**config.mk**
```make
export PLATFORM = sky130hd
export DESIGN_NAME = orb_stage_sequencer
export DESIGN_NICKNAME = d
export VERILOG_FILES = /design/src/rtl/orb_stage_sequencer.sv
export SDC_FILE = /design/constraint.sdc
export NUM_CORES = 1
export LEC_CHECK = 0
export ABC_AREA = 0
export BUFFER_PORTS_ARGS = -buffer_cell sky130_fd_sc_hd__buf_2
export CORE_UTILIZATION = 49
export CTS_CLUSTER_DIAMETER = 150
export DETAILED_ROUTE_END_ITERATION = 7
export MAX_ROUTING_LAYER = met4
export PLACE_DENSITY_LB_ADDON = 0.08
export SKIP_LAST_GASP = 1
export SYNTH_ARGS = -nofsm -noshare
export SYNTH_HDL_FRONTEND = slang
export SYNTH_SLANG_ARGS = --single-unit
```
**constraint.sdc**
```tcl
create_clock -name clk -period 3 [get_ports clk]
set_clock_uncertainty 0.1 [all_clocks]
set_input_delay 0.3 -clock clk [delete_from_list [all_inputs] [get_ports clk]]
set_output_delay 0.3 -clock clk [all_outputs]
set_load 0.03 [all_outputs]
```
**src/rtl/orb_stage_sequencer.sv**
```systemverilog
// ORB front-end sequencer: loads the parameter bank, then runs
// convolution, FAST and circle overlay in order under a per-stage watchdog.
module orb_stage_sequencer #(
   parameter int NUM_PARAMS  = 8,
   parameter int PARAM_DEPTH = 8,
   parameter int TIMEOUT     = 640000
) (
   input  logic                              clk,
   input  logic                              rst,
   input  logic                              new_trans,
   output logic [$clog2(NUM_PARAMS)-1:0]     addr_params,
   output logic                              ren_params,
   input  logic [PARAM_DEPTH-1:0]            rdat_params,
   output logic [NUM_PARAMS*PARAM_DEPTH-1:0] params_out,
   output logic                              conv_start,
   input  logic                              conv_done,
   output logic                              fast_start,
   input  logic                              fast_done,
   output logic                              circle_start,
   input  logic                              circle_done,
   output logic                              busy,
   output logic                              img_done,
   output logic                              timeout_err,
   output logic [2:0]                        stage
);

   localparam int AW = $clog2(NUM_PARAMS);
   localparam int WW = (TIMEOUT > 0) ? $clog2(TIMEOUT + 1) : 1;
   localparam logic [AW-1:0] LAST_IDX = AW'(NUM_PARAMS - 1);
   localparam logic [WW-1:0] WD_LIMIT =
      (TIMEOUT > 0) ? WW'(TIMEOUT - 1) : '0;
   localparam bit WD_ON = (TIMEOUT > 0);

   typedef enum logic [2:0] {
      S_IDLE      = 3'd0,
      S_LOAD      = 3'd1,
      S_LOAD_LAST = 3'd2,
      S_CONV      = 3'd3,
      S_FAST      = 3'd4,
      S_CIRCLE    = 3'd5,
      S_DONE      = 3'd6
   } state_t;

   state_t                            state_q, state_d;
   logic [AW-1:0]                     cnt_q, cnt_d;
   logic [WW-1:0]                     wd_q, wd_d;
   logic                              first_q, first_d;
   logic                              err_q, err_d;
   logic [NUM_PARAMS*PARAM_DEPTH-1:0] par_q, par_d;

   logic          wr_en;
   logic [AW-1:0] wr_idx;
   logic          stage_done;
   logic          wd_expire;
   state_t        next_stage;

   // Next-state, load counter, watchdog and error flag
   always_comb begin
      state_d    = state_q;
      cnt_d      = cnt_q;
      wd_d       = wd_q;
      first_d    = 1'b0;
      err_d      = err_q;
      wr_en      = 1'b0;
      wr_idx     = cnt_q - 1'b1;
      stage_done = 1'b0;
      next_stage = S_DONE;
      unique case (state_q)
         S_CONV: begin
            stage_done = conv_done;
            next_stage = S_FAST;
         end
         S_FAST: begin
            stage_done = fast_done;
            next_stage = S_CIRCLE;
         end
         S_CIRCLE: begin
            stage_done = circle_done;
            next_stage = S_DONE;
         end
         default: begin
            stage_done = 1'b0;
            next_stage = S_DONE;
         end
      endcase
      wd_expire = WD_ON && (wd_q == WD_LIMIT);
      case (state_q)
         S_IDLE, S_DONE: begin
            if (new_trans) begin
               state_d = S_LOAD;
               cnt_d   = '0;
               err_d   = 1'b0;
            end
         end
         S_LOAD: begin
            // Read data for address k arrives during cycle k+1
            wr_en = (cnt_q != '0);
            if (cnt_q == LAST_IDX) begin
               state_d = S_LOAD_LAST;
            end else begin
               cnt_d = cnt_q + 1'b1;
            end
         end
         S_LOAD_LAST: begin
            wr_en   = 1'b1;
            wr_idx  = LAST_IDX;
            cnt_d   = '0;
            state_d = S_CONV;
            first_d = 1'b1;
            wd_d    = '0;
         end
         S_CONV, S_FAST, S_CIRCLE: begin
            wd_d = wd_q + 1'b1;
            if (!first_q && stage_done) begin
               state_d = next_stage;
               first_d = (next_stage != S_DONE);
               wd_d    = '0;
            end else if (wd_expire) begin
               state_d = S_DONE;
               err_d   = 1'b1;
               wd_d    = '0;
            end
         end
         default: state_d = S_IDLE;
      endcase
   end

   // Parameter bank write port
   always_comb begin
      par_d = par_q;
      for (int i = 0; i < NUM_PARAMS; i++) begin
         if (wr_en && (wr_idx == AW'(i))) begin
            par_d[i*PARAM_DEPTH +: PARAM_DEPTH] = rdat_params;
         end
      end
   end

   // State and datapath registers
   always_ff @(posedge clk or posedge rst) begin
      if (rst) begin
         state_q <= S_IDLE;
         cnt_q   <= '0;
         wd_q    <= '0;
         first_q <= 1'b0;
         err_q   <= 1'b0;
         par_q   <= '0;
      end else begin
         state_q <= state_d;
         cnt_q   <= cnt_d;
         wd_q    <= wd_d;
         first_q <= first_d;
         err_q   <= err_d;
         par_q   <= par_d;
      end
   end

   assign stage        = state_q;
   assign busy         = (state_q != S_IDLE) && (state_q != S_DONE);
   assign img_done     = (state_q == S_DONE);
   assign ren_params   = (state_q == S_LOAD);
   assign addr_params  = ren_params ? cnt_q : '0;
   assign conv_start   = (state_q == S_CONV) && first_q;
   assign fast_start   = (state_q == S_FAST) && first_q;
   assign circle_start = (state_q == S_CIRCLE) && first_q;
   assign timeout_err  = err_q;
   assign params_out   = par_q;

endmodule
```
==> impl_metrics.toml, run 1 <==
[pwr]
leakage_nw = 2.40
peakVddDrop_v = 0.000766
p_per_area_nw_per_um2 = 1140
power_mw = 5.70

[logic_synthesis]
synth_nets = 366
synth_ff_type = "dfrtp_1"
ys_ff_latch = 92
ys_top_cells_by_count = "dfrtp_1 (92), mux2_2 (65), nand2_1 (28)"
syn-cell-area_sq_um = 4190
ys_seq_area_share_pct = 55.0
synthTopCellsByArea = "dfrtp_1 (55%), mux2_2 (17%), nand2_1 (2.5%), nor2_1 (2.3%), a31oi_1 (1.5%)"
synth.largest_area_cell = "dfrtp_1"
ys_warn_count = 0
synth-edff-count = 0
yosysTopAreaCellShare_pct = 55.0
ys_types = 52
avgSynthCellArea_sq_um = 12.1
synthCells = 347
async_flop_share_pct = 100
synth.most_common_cell = "dfrtp_1"

[global_routing]
grt_pass1_wl_microns = 15100
grt_max_degree = 44
antenna_found_initial = 0
grt_pass1_vias = 2968
grt_overflow = 0
track_usage_pct = 23.1

[worst_setup_path]
critical_path_class = "flip-flop to flip-flop"
crit_top_cell = "a31oi_1"
cp_slowest_cell = "a211oi_2"
r2r_slack_ns = 0.40
cp_slowest_stage_delay_ns = 0.92
critical-path-top-delay-family = "compound AO/OA/AOI/OAI gates"
timing.rr.start = "stage[1]"
arrival_ns = 2.78
worstSetupEndpointType = "flip-flop"
crit_path_start_kind = "flip-flop"
worst-path-buf-inv = 1
crit_fanout = 18
worstPathCellList = "nand2b_1 -> o32ai_2 -> a211oi_2 -> buf_4 -> a31oi_1 -> a31oi_1"
critical_path_required_ns = 3.17
timing.rr.end = "wd_q[15]"
r2r_cells = 6

[timing]
timing.fmax_ghz = 0.384
hold_viol_final = 0
tightest_slew_ns = 1.10
setup_tns_ns = 0
maxSlewHeadroom_pct = 26.4
rsz0062_at_grt = "false"
finalSetupViolCount = 0
fin_crit_ns = 2.60
period_share_pct = 86.8
holdWs_ns = 0.182
drv_slew = 0

[route]
drt_iter0_markers = 134
wirelength_microns = 9460
ant_nets = 0
drt_first_pass_iters = 4
vias = 3100
routedWlPerCell_microns = 16.9
vias_per_cell = 5.53
drc = 0

[floorplanning]
fp-row-count = 33
pin_count = 91
die_area_sq_um = 8920
die_x_microns = 94.4
coreArea_sq_um = 8260
initial_utilization_pct = 50.7
die_height_microns = 94.4

[cts]
clk_latency_ns = 0.35
cts_root_buffer = "clkbuf_8"
post_cts_resized = 0
max-clock-path-buffers = 2
h-tree-depth = 3
cts_tree = "done"
cts_sinks = 92
clkSlewWorstSetupHoldPaths_ns = 0.10
cts_buffers = 9
post_cts_buffers = 0

[job]
maxCapViolCount = 0

[placement]
dp.cells = 544
placed_area_sq_um = 4810
port_buffers = 90
place.gp.congestion = 0.817
dp_hpwl_microns = 6700

[cells_and_area]
drive_gt1_share_pct = 42.5
nets = 470
instances_no_fill = 561
areaGrowthSynthToFinish_pct = 19.7
stdcell_area_sq_um = 5010
diodes = 0

[min_path]
min_path_type = "primary input to flip-flop"
whs_endpoint = "params_out[23]"
hold-path-cell-count = 2
min_from = "rdat_params[7]"

[status]
status = "completed"
## report_power, final
group	switching, mW	leakage, nW	internal (mW)
Clock	0.462	0.0939	0.395
Combinational	1.90	1.14	0.987
Sequential	0.262	1.17	1.69
Total	2.63	2.40	3.07
## metal layers
layer	up-vias	track usage [%]	wire, microns
met1	1551	29.5	4210
met5	-	-	0
met3	15	4.43	389
met2	67	36.8	4720
met4	0	8.46	146
li1	1467	-	-
## through the flow
step           utilization [%]  setup slack, ns
3_5_place_dp              58.2            0.447
2_1_floorplan                -            0.208
3_3_place_gp              58.2            0.503
4_1_cts                   60.7            0.424
6_report                  60.7            0.396
5_1_grt                   60.7            0.142
## cells in the final DEF (no fill, tap or decap), types with 3 or more instances in the layout
cell	count
a21o_1	4
a21oi_1	11
a31oi_1	10
and3_1	4
buf_2	90
buf_4	12
clkbuf_8	9
dfrtp_1	92
ha_1	5
inv_1	9
inv_6	3
mux2_2	65
nand2_1	28
nand2b_1	6
nand3_1	11
nor2_1	26
nor3_1	3
nor4_1	3
o21ai_0	12
o2bb2ai_1	3
xor2_1	4
## final cells by class
cell class | instances | area, sq um
Clock buffer | 10 | 128
Clock inverter | 6 | 71.3
Fill cell | 668 | 3240
Inverter | 11 | 42.5
Multi-Input combinational cell | 234 | 1790
Sequential cell | 92 | 2300
Tap cell | 105 | 131
Timing Repair Buffer | 103 | 551
## cell families after synthesis
group                      Yosys count  synth area share, %
AOI/OAI and AO/OA                   62                 10.5
xor gates and xnor gates             5                 1.05
adders and majority gates            6                 1.73
buffers and inverters               21                 2.30
DFF                                 92                 55.0
muxes                               66                 17.7
and+or+nand+nor                     95                 11.8
## how the worst max path moves through the flow
stage	start	endpoint	slack (ns)	depth (start not counted)
after floorplan	rst	cnt_q[0]	0.21	1
after global placement	stage[1]	wd_q[7]	0.50	6
after detailed placement	stage[1]	wd_q[7]	0.45	6
after CTS	stage[1]	wd_q[7]	0.42	6
after global routing	stage[1]	wd_q[7]	0.14	6
final	stage[1]	wd_q[15]	0.40	6
## repair_timing
| action | in CTS | in global routing |
|---|---|---|
| hold endpoints to repair | 15 | 0 |
| setup endpoints to repair | 0 | 0 |
| hold buffers | 1 | 0 |
## state kept, by name, indices dropped and copies added (netlist names)
signal,cells
first_q,1
wd_q,20
stage,3
cnt_q,3
params_out,64
timeout_err,1
(Power assumes the default switching activity.)
==> run 2: changes to the inputs <==
Settings changed: PLACE_DENSITY set to 0.87, PLACE_DENSITY_LB_ADDON 0.08 to not set.
==> run 2 against run 1 <==
  * Cell count decreased by 0.36%
  * Critical path type unchanged
  * Via count increased by 2.7%
  * Critical endpoint is now wd_q[3]
  * Register-to-register slack improved by 0.11 ns
  * Non-clock buffer count decreased by 2
  * Design area decreased by 0.20%
  * Sequential share of layout area increased by 0.092 points
  * Worst setup slack improved by 0.11 ns
  * Routed wire length increased by 1.1%
==> impl_metrics.toml, run 2 (synthesis results as in run 1) <==
[status]
status = "completed"

[route]
vias = 3185
ant_nets = 0
wirelength_microns = 9560
drc = 0
drt_iter0_markers = 163
vias_per_cell = 5.70
routedWlPerCell_microns = 17.1
drt_first_pass_iters = 4

[cts]
h-tree-depth = 3
cts_tree = "done"
cts_buffers = 9
max-clock-path-buffers = 2
clk_latency_ns = 0.36
cts_root_buffer = "clkbuf_8"
cts_sinks = 92
clkSlewWorstSetupHoldPaths_ns = 0.10

[worst_setup_path]
crit_path_start_kind = "flip-flop"
critical-path-top-delay-family = "compound AO/OA/AOI/OAI gates"
timing.rr.start = "stage[2]"
cp_slowest_cell = "a211oi_4"
worst-path-buf-inv = 1
arrival_ns = 2.68
r2r_slack_ns = 0.50
r2r_cells = 6
critical_path_required_ns = 3.18
cp_slowest_stage_delay_ns = 0.67
worstSetupEndpointType = "flip-flop"
timing.rr.end = "wd_q[3]"
critical_path_class = "flip-flop to flip-flop"
worstPathCellList = "nand2b_1 -> a21boi_0 -> a211oi_4 -> buf_4 -> a41oi_1 -> a31oi_1"
crit_fanout = 20

[timing]
layout_setup_ws_ns = 0.504
rsz0062_at_grt = "false"
finalSetupViolCount = 0
maxSlewHeadroom_pct = 46.9
period_share_pct = 83.2
tightest_slew_ns = 0.794
timing.fmax_ghz = 0.401
drv_slew = 0
setup_tns_ns = 0
fin_crit_ns = 2.50
holdWs_ns = 0.178
hold_viol_final = 0

[pwr]
peakVddDrop_v = 0.000782
switching_share_pct = 46.7
power.switching_mw = 2.63
pwr-share-clk_pct = 13.8
leakage_nw = 2.39
p_per_area_nw_per_um2 = 1130
p_int_mw = 3.01
combinationalPowerShare_pct = 51.0
sequentialPowerShare_pct = 35.2

[floorplanning]
fp-row-count = 33
initial_utilization_pct = 50.7
pin_count = 91
die_area_sq_um = 8920
die_height_microns = 94.4
coreArea_sq_um = 8260
die_x_microns = 94.4

[cells_and_area]
largest_register_ffs = 64
diodes = 0
areaGrowthSynthToFinish_pct = 19.5
layout_common_cells = "dfrtp_1 (92), buf_2 (90), mux2_2 (65), nand2_1 (28), nor2_1 (26)"
drive_gt1_share_pct = 42.5
instances_no_fill = 559
fillerInstances = 671
nets = 468
finish.utilization_pct = 60.6
layout_commonest_cell = "dfrtp_1"

[global_routing]
grt_pass1_vias = 3264
antenna_found_initial = 0
track_usage_pct = 24.0
grt_max_degree = 75
grt_overflow = 0
grt_pass1_wl_microns = 15800

[min_path]
hold-path-cell-count = 2
min_path_type = "primary input to flip-flop"
min_from = "rdat_params[0]"
whs_endpoint = "params_out[16]"

[placement]
port_buffers = 90
dp_hpwl_microns = 6610
pre_cts_ws_ns = 0.264
place.gp.congestion = 0.844
dp.cells = 542

[job]
maxCapViolCount = 0
run 2: final cells by class:
class / count / area, sq um / share of cell area [%]
flip-flops and latches: 92 / 2300 / 46.0
repair buffers: 101 / 548 / 11.0
clock inverters: 6 / 46.3 / 0.925
multi-input cells: 234 / 1800 / 35.9
inverters: 11 / 42.5 / 0.850
clock buffers: 10 / 138 / 2.75
well taps: 105 / 131 / 2.63
run 2: worst register-to-register path: cells and delay by family, from the launching register on:
family	cells	cell delay, ns
and+or+nand+nor	1	0.28
AOI/OAI and AO/OA	4	1.21
DFF	1	0.57
buffers and inverters	1	0.26
run 2: metrics by stage:
step                area [sq um]  power [mW]
floorplan                   4190        4.05
global placement            4800        4.76
detailed placement          4800        4.86
CTS                         5000        5.66
global route                5000        5.97
finish                      5000        5.64
run 2: power groups by stage:
stage               Sequential, mW  Combinational [mW]  Clock [mW]
global placement              1.97                2.79           0
global route                  2.05                3.08       0.842
detailed placement            2.01                2.86           0
finish                        1.99                2.88       0.778
CTS                           1.99                2.87       0.797
floorplan                     2.77                1.28           0
run 2: worst max-delay path by stage:
stage,slack [ns],cells past startpoint,startpoint,endpoint
5_1_grt,0.22,6,stage[2],wd_q[3]
4_1_cts,0.24,6,stage[2],wd_q[3]
2_1_floorplan,0.21,1,rst,cnt_q[0]
6_report,0.50,6,stage[2],wd_q[3]
3_3_place_gp,0.43,6,stage[2],wd_q[3]
3_5_place_dp,0.26,6,stage[2],wd_q[3]
run 2: routing by layer:
metal	part of all wire (%)	global-route usage (%)
met1	44	31.0
met5	0	-
met4	1.3	7.82
met3	6.5	6.04
met2	48	37.3
run 2: timing repair:
action / 4_1_cts / 5_1_grt
endpoints found under the hold margin: 18 / 0
endpoints found under the setup margin: 0 / 4
setup buffers: 0 / 0
gates resized for setup: 0 / 1
hold buffers: 1 / 0
==> run 3: changes to the inputs <==
Clock period 3 ns to 2 ns, I/O delays scaled along.
==> run 3 against run 2 <==
  * The flow now finishes with violations (negative setup slack)
  * Die area did not move
  * Register-to-register slack got worse by 0.55 ns
  * Cell count rose by 11%
  * First-iteration DRC count fell by 7.4%
  * Clock power rose by 61%
  * Design area rose by 17%
  * Hold slack got worse by 0.099 ns
  * Sequential power rose by 50%
  * Worst setup slack got worse by 0.55 ns
  * Routed wire length rose by 19%
  * Critical path depth did not move
  * Non-clock buffer count rose by 58
  * Critical path type unchanged
==> impl_metrics.toml, run 3 (synthesis results as in run 1) <==
[status]
status = "finished with violations"
violations = "negative setup slack"

[cells_and_area]
stdcell_area_sq_um = 5880
diodes = 0
nets = 527
finish.utilization_pct = 71.2
instances_no_fill = 618
areaGrowthSynthToFinish_pct = 40.3
drive_gt1_share_pct = 56.9
layout_common_cells = "dfrtp_1 (89), buf_2 (89), mux2_2 (56), buf_4 (53)"
largest_register_ffs = 64
fillerInstances = 568

[timing]
finalSetupViolCount = 5
period_share_pct = 102
tightest_slew_ns = 0.506
timing.fmax_ghz = 0.490
drv_slew = 0
setup_tns_ns = -0.101
fin_crit_ns = 2.04
rsz0062_at_grt = "true"
maxSlewHeadroom_pct = 66.1
layout_setup_ws_ns = -0.0415
hold_viol_final = 0
holdWs_ns = 0.0790

[floorplanning]
die_x_microns = 94.4
initial_utilization_pct = 50.7
coreArea_sq_um = 8260
fp-row-count = 33
pin_count = 91
die_height_microns = 94.4
die_area_sq_um = 8920

[pwr]
sequentialPowerShare_pct = 30.0
power.switching_mw = 4.62
p_int_mw = 5.33
peakVddDrop_v = 0.00103
pwr-share-clk_pct = 12.5
p_per_area_nw_per_um2 = 1690
switching_share_pct = 46.4
leakage_nw = 2.81
combinationalPowerShare_pct = 57.5
power_mw = 9.96

[route]
drt_iter0_markers = 151
vias_per_cell = 5.69
ant_nets = 0
drt_first_pass_iters = 4
drc = 0
routedWlPerCell_microns = 18.5
vias = 3517
wirelength_microns = 11400

[worst_setup_path]
r2r_slack_ns = -0.04
r2r_cells = 6
worstPathCellList = "or4b_4 -> nor4_4 -> a211oi_4 -> buf_6 -> o211a_1 -> a211o_1"
worst-path-buf-inv = 1
timing.rr.end = "wd_q[19]"
crit_path_start_kind = "flip-flop"
timing.rr.start = "wd_q[17]"
critical_path_class = "flip-flop to flip-flop"
cp.depth = 6
crit_fanout = 7
critical_path_required_ns = 2.15
worstSetupEndpointType = "flip-flop"
arrival_ns = 2.20
critical-path-top-delay-family = "simple AND/OR/NAND/NOR gates"
cp_slowest_stage_delay_ns = 0.55
cp_slowest_cell = "or4b_4"

[min_path]
hold-path-cell-count = 2
min_path_type = "primary input to flip-flop"
whs_endpoint = "params_out[1]"
min_from = "rdat_params[1]"

[placement]
placed_area_sq_um = 5260
dp_hpwl_microns = 7470
dp.cells = 583
place.gp.congestion = 0.854
port_buffers = 90
pre_cts_ws_ns = -0.159

[cts]
clk_latency_ns = 0.36
cts_buffers = 9
max-clock-path-buffers = 2
cts_sinks = 92
clkSlewWorstSetupHoldPaths_ns = 0.10
cts_root_buffer = "clkbuf_8"
h-tree-depth = 3
cts_tree = "done"

[global_routing]
grt_overflow = 0
antenna_found_initial = 0
grt_max_degree = 93
grt_pass1_wl_microns = 18000
track_usage_pct = 27.3
grt_pass1_vias = 3689

[job]
maxCapViolCount = 0
run 3: changes by cell type in the layout (fill, tap and decap cells not counted), sizes merged:
cell      delta
a211o        +1
buf         +58
clkbuf       -1
clkinv       +1
clkinvlp     -1
inv          +1
run 3: layout make-up:
type | instances | area (sq um) | share of cell area (%)
sequential | 92 | 2310 | 39.2
multi-input combinational | 235 | 2100 | 35.8
timing repair buffer | 159 | 1090 | 18.6
tap | 105 | 131 | 2.24
clock buffer | 9 | 124 | 2.11
clock inverter | 7 | 70.1 | 1.19
inverter | 11 | 47.5 | 0.809
run 3: worst max path at each step:
| stage | start | end | slack (ns) |
|---|---|---|---|
| after floorplan | stage[2] | params_out[48] | -0.05 |
| after global placement | wd_q[17] | wd_q[19] | -0.07 |
| after detailed placement | wd_q[17] | stage[1] | -0.16 |
| after CTS | wd_q[17] | wd_q[11] | -0.12 |
| after global routing | wd_q[12] | wd_q[19] | -0.09 |
| final | wd_q[17] | wd_q[19] | -0.04 |
run 3: per-layer routing:
metal / GRT usage (%) / vias to the layer above / wire length (microns)
met5: - / - / 0
met4: 9.87 / 0 / 219
met3: 6.04 / 21 / 579
met2: 44.8 / 131 / 5860
met1: 33.1 / 1789 / 4760
li1: - / 1576 / -
run 3: power groups by stage:
stage	Clock (mW)	Sequential [mW]	Combinational, mW
after floorplan	0	4.17	2.06
after global placement	0	2.93	4.64
after detailed placement	0	2.98	4.80
after CTS	1.26	2.96	5.23
after global routing	1.33	3.06	6.05
final	1.25	2.98	5.73
run 3: worst register-to-register path: cells and delay by family (launching register included):
family | cells | cell delay [ns]
AOI/OAI and AO/OA | 3 | 0.50
buffers and inverters | 1 | 0.16
DFF | 1 | 0.39
and+or+nand+nor | 2 | 0.79
run 3: timing repair:
action	4_1_cts	5_1_grt
buffers inserted	8	9
resized for setup	32	32
pin swaps	20	16
endpoints found under the hold margin	92	0
hold buffers	1	0
endpoints found under the setup margin	55	87
gates cloned	1	0
